### config.mk
export PLATFORM = sky130hd
export DESIGN_NAME = fun_down_counter
export DESIGN_NICKNAME = d
export VERILOG_FILES = /design/src/rtl/fun_down_counter.sv
export SDC_FILE = /design/constraint.sdc
export NUM_CORES = 1
export LEC_CHECK = 0
export BUFFER_PORTS_ARGS = -buffer_cell sky130_fd_sc_hd__buf_2
export CAP_MARGIN = 20
export CORE_AREA = 2 2 39 41
export DETAILED_ROUTE_END_ITERATION = 8
export DIE_AREA = 0 0 41 43
export SLEW_MARGIN = 25
export SYNTH_ARGS = -nofsm -noshare
export SYNTH_HDL_FRONTEND = slang
export SYNTH_SLANG_ARGS = --single-unit
### constraint.sdc
create_clock -name CLK -period 1.97 [get_ports CLK]
set_input_delay 0.0985 -clock CLK [delete_from_list [all_inputs] [get_ports CLK]]
set_output_delay 0.0985 -clock CLK [all_outputs]
set_load 0.02 [all_outputs]
### src/rtl/fun_down_counter.sv
// Loadable WIDTH-bit countdown timer with IDLE/RUN/DONE control, a one-cycle
// terminal-count pulse and optional auto-reload of the last loaded value.
module fun_down_counter #(
  parameter int WIDTH       = 4,
  parameter int AUTO_RELOAD = 0
) (
  input  logic             CLK,
  input  logic             RST_N,
  input  logic             CLR,
  input  logic             LOAD,
  input  logic [WIDTH-1:0] LD_VAL,
  input  logic             START,
  input  logic             DEC,
  output logic [WIDTH-1:0] Q,
  output logic [WIDTH-1:0] NXT,
  output logic             BUSY,
  output logic             ZERO,
  output logic             DONE
);

  typedef enum logic [1:0] {
    S_IDLE = 2'd0,
    S_RUN  = 2'd1,
    S_DONE = 2'd2
  } state_t;

  localparam logic [WIDTH-1:0] ONE = WIDTH'(1);

  state_t           state_q, state_d;
  logic [WIDTH-1:0] q_q, q_d;
  logic [WIDTH-1:0] reload_q, reload_d;
  logic             done_q, done_d;

  always_ff @(posedge CLK or negedge RST_N) begin
    if (!RST_N) begin
      state_q  <= S_IDLE;
      q_q      <= '0;
      reload_q <= '0;
      done_q   <= 1'b0;
    end else begin
      state_q  <= state_d;
      q_q      <= q_d;
      reload_q <= reload_d;
      done_q   <= done_d;
    end
  end

  always_comb begin
    state_d  = state_q;
    q_d      = q_q;
    reload_d = reload_q;
    done_d   = 1'b0;

    if (CLR) begin
      q_d     = '0;
      state_d = S_IDLE;
    end else if (LOAD) begin
      q_d      = LD_VAL;
      reload_d = LD_VAL;
      state_d  = S_IDLE;
    end else begin
      case (state_q)
        S_IDLE: begin
          if (START) begin
            if (q_q == '0) begin
              state_d = S_DONE;
              done_d  = 1'b1;
            end else begin
              state_d = S_RUN;
            end
          end
        end
        S_RUN: begin
          // Terminal count is detected at 1 so Q never has to wrap below zero.
          if (DEC) begin
            if (q_q == ONE) begin
              done_d = 1'b1;
              if (AUTO_RELOAD != 0) begin
                q_d = reload_q;
              end else begin
                q_d     = '0;
                state_d = S_DONE;
              end
            end else if (q_q != '0) begin
              q_d = q_q - ONE;
            end
          end
        end
        S_DONE:  state_d = S_IDLE;
        default: state_d = S_IDLE;
      endcase
    end
  end

  assign Q    = q_q;
  assign NXT  = q_d;
  assign BUSY = (state_q == S_RUN);
  assign ZERO = (q_q == '0);
  assign DONE = done_q;

endmodule

==> impl_metrics.env <==
export IMPL_port_buffers=20
export IMPL_row_count=14
export IMPL_seq_area_frac_synth_pct=39.7
export IMPL_core_um2=1380
export IMPL_fin_crit_ns=1.89
export IMPL_yosysTopAreaCell="dfrtp_1"
export IMPL_ys_types=24
export IMPL_yosys_most_used_dff="dfrtp_1"
export IMPL_gp_congestion=0.729
export IMPL_first_iter_violations=7
export IMPL_grt_pass1_wl_um=1690
export IMPL_min_to="Q[3]"
export IMPL_min_path_type="in2reg"
export IMPL_status="finished, final reports clean"
export IMPL_hold_start="LD_VAL[3]"
export IMPL_yosys_top_cells_area="dfrtp_1 (40%), nand3b_1 (6.8%), ha_1 (5.7%)"
export IMPL_setup_viol=0
export IMPL_cp_max_fo=3
export IMPL_finalMaxSlewViolations=0
export IMPL_grt_pass1_vias=407
export IMPL_crit_type="reg2out"
export IMPL_relSlewSlack_pct=80.4
export IMPL_die_area_um2=1760
export IMPL_synth_edf_count=0
export IMPL_synth_async_reset_ratio_pct=100
export IMPL_final_cells=89
export IMPL_vias=473
export IMPL_area_growth_syn_to_layout_pct=51.3
export IMPL_ys_warn_count=0
export IMPL_yosysMostFrequentCell="dfrtp_1"
export IMPL_wl_um=1070
export IMPL_max_freq_mhz=529
export IMPL_tritoncts="yes"
export IMPL_drive_gt1_share_pct=49.3
export IMPL_synth_cells=44
export IMPL_dieWidth_um=41
export IMPL_wl_per_cell_um=12.1
export IMPL_clk_pin_slew_worst_paths_ns=0.05
export IMPL_hold_viol_final=0
export IMPL_rsz0062_at_grt="yes"
export IMPL_htree_levels=1
export IMPL_r2r_start="Q[1]"
export IMPL_clock_path_buffers=2
export IMPL_cap_violations=0
export IMPL_synth_nets=56
export IMPL_first_pass_iters=4
export IMPL_vias_per_cell=5.31
export IMPL_fin_skew_ns=0.00467
export IMPL_drc=0
export IMPL_num_nets_final=86
export IMPL_diodes=0
export IMPL_tightestPinTransition_ns=0.292
export IMPL_p_leak_nw=0.328
export IMPL_chipHeight_um=43
export IMPL_critPathLaunchType="flop"
export IMPL_hold_ws_ns=0.118
export IMPL_ys_ff_latch=7
export IMPL_worst_ep_required_time_ns=1.87
export IMPL_antenna_found_initial=0
export IMPL_clkSinkCount=7
export IMPL_overflow=0
export IMPL_fin_crit_sh_pct=95.9
export IMPL_syn_avg_cell_area_um2=10.0
export IMPL_min_path_cells=3
export IMPL_ff2ff_path_depth=6
export IMPL_initial_utilization_pct=31.9
export IMPL_synth_top_area_share_pct=39.7
export IMPL_drtAntennaViolNets=0
export IMPL_tritoncts_num_buffers=3
export IMPL_crit_path_end_kind="output pin"
export IMPL_synth_commonest_cells="dfrtp_1 (7), nand2_1 (4), nand3b_1 (4)"
export IMPL_cp_arrival_ns=1.79
export IMPL_r2r_end="Q[1]"
export IMPL_irDropWorstVdd_mv=0.290
export IMPL_io_pins=21
export IMPL_grt_max_degree=9
export IMPL_dp_cells=80
export IMPL_fill_cells=142
export IMPL_syn_area_um2=442
export IMPL_grt_usage_pct=14.8
export IMPL_power_density_nw_per_um2=621
export IMPL_cts_root_buf="clkbuf_4"
export IMPL_clk_latency_ns=0.25
export IMPL_reg2reg_slack_ns=0.48
per-stage QoR:
step                utilization [%]  area, um2  power [W]  setup TNS [ns]  worst slack [ns]
floorplan                         -        448   0.000227               0            0.0439
global placement               41.0        568   0.000265               0             0.169
detailed placement             41.0        568   0.000266               0             0.135
CTS                            46.5        643   0.000410               0           0.00441
global route                   48.3        668   0.000446         -0.0110          -0.00977
finish                         48.3        668   0.000415               0            0.0814
repair_timing:
action	in CTS	in global routing
endpoints found under the setup margin	2	3
pin swaps	1	1
hold endpoints to repair	7	0
resized for setup	5	4
cloned	0	0
buffers inserted	3	1
hold buffers	1	0
worst max path at each step:
stage          endpoint  cells past startpoint  slack (ns)  start
6_report         NXT[1]                      7        0.08   Q[1]
5_1_grt          NXT[3]                      8       -0.01   Q[1]
4_1_cts          NXT[1]                      7       0.004   Q[1]
3_5_place_dp     NXT[1]                      7        0.13   Q[0]
3_3_place_gp     NXT[1]                      7        0.17   Q[0]
2_1_floorplan      Q[1]                      6        0.04   Q[1]
final cells by class:
class / count / area, um2 / area share, %
clock buffers: 4 / 26.3 / 3.93
inverters: 3 / 11.3 / 1.69
multi-input cells: 34 / 287 / 42.9
well taps: 16 / 20.0 / 3.00
repair buffers: 25 / 149 / 22.3
flip-flops and latches: 7 / 175 / 26.2
registers in the layout (all words and copies together), names as in the netlist:
name	flops
DONE	1
Q	4
state_q	2
cells by family (layout without fill, tap and decap cells):
group,count (synthesis),count (layout),share of synthesized area (%)
buf+inv,3,32,2.55
mux,1,1,3.40
xor+xnor,2,2,3.97
compound gates,9,9,14.2
fa+ha+maj,2,2,5.66
flops,7,7,39.7
simple gates,20,20,30.6
cell usage in the layout, fill, tap and decap left out, types with 2 or more instances in the layout:
| cell type | instances |
|---|---|
| a21oi_1 | 3 |
| buf_2 | 18 |
| buf_4 | 5 |
| clkbuf_4 | 3 |
| dfrtp_1 | 7 |
| inv_2 | 2 |
| nand2_1 | 4 |
| nand3b_1 | 4 |
| nor2b_1 | 3 |
| nor3_1 | 2 |
metal layers:
layer  vias up  share of wire (%)  track usage, %  routed length (um)
met5         -                  0               0                   0
met4         0                2.0            12.0                  22
met3         3                5.9            3.14                  63
met2        20                 46            20.0                 496
met1       230                 46            19.2                 492
li1        220                  -               -                   -
critical path: stages (launching register included):
cell	delay, ns
dfrtp_1	0.38
inv_2	0.09
ha_4	0.14
nor3b_4	0.23
nor2_2	0.07
mux2_4	0.32
o22ai_4	0.17
buf_6	0.14
power breakdown:
part | switching (W) | internal, W | leakage [nW]
sequential | 0.0000105 | 0.000152 | 0.0937
clock | 0.0000528 | 0.0000773 | 0.0150
combinational | 0.0000657 | 0.0000571 | 0.219
Power figures use the tool's default switching activity.
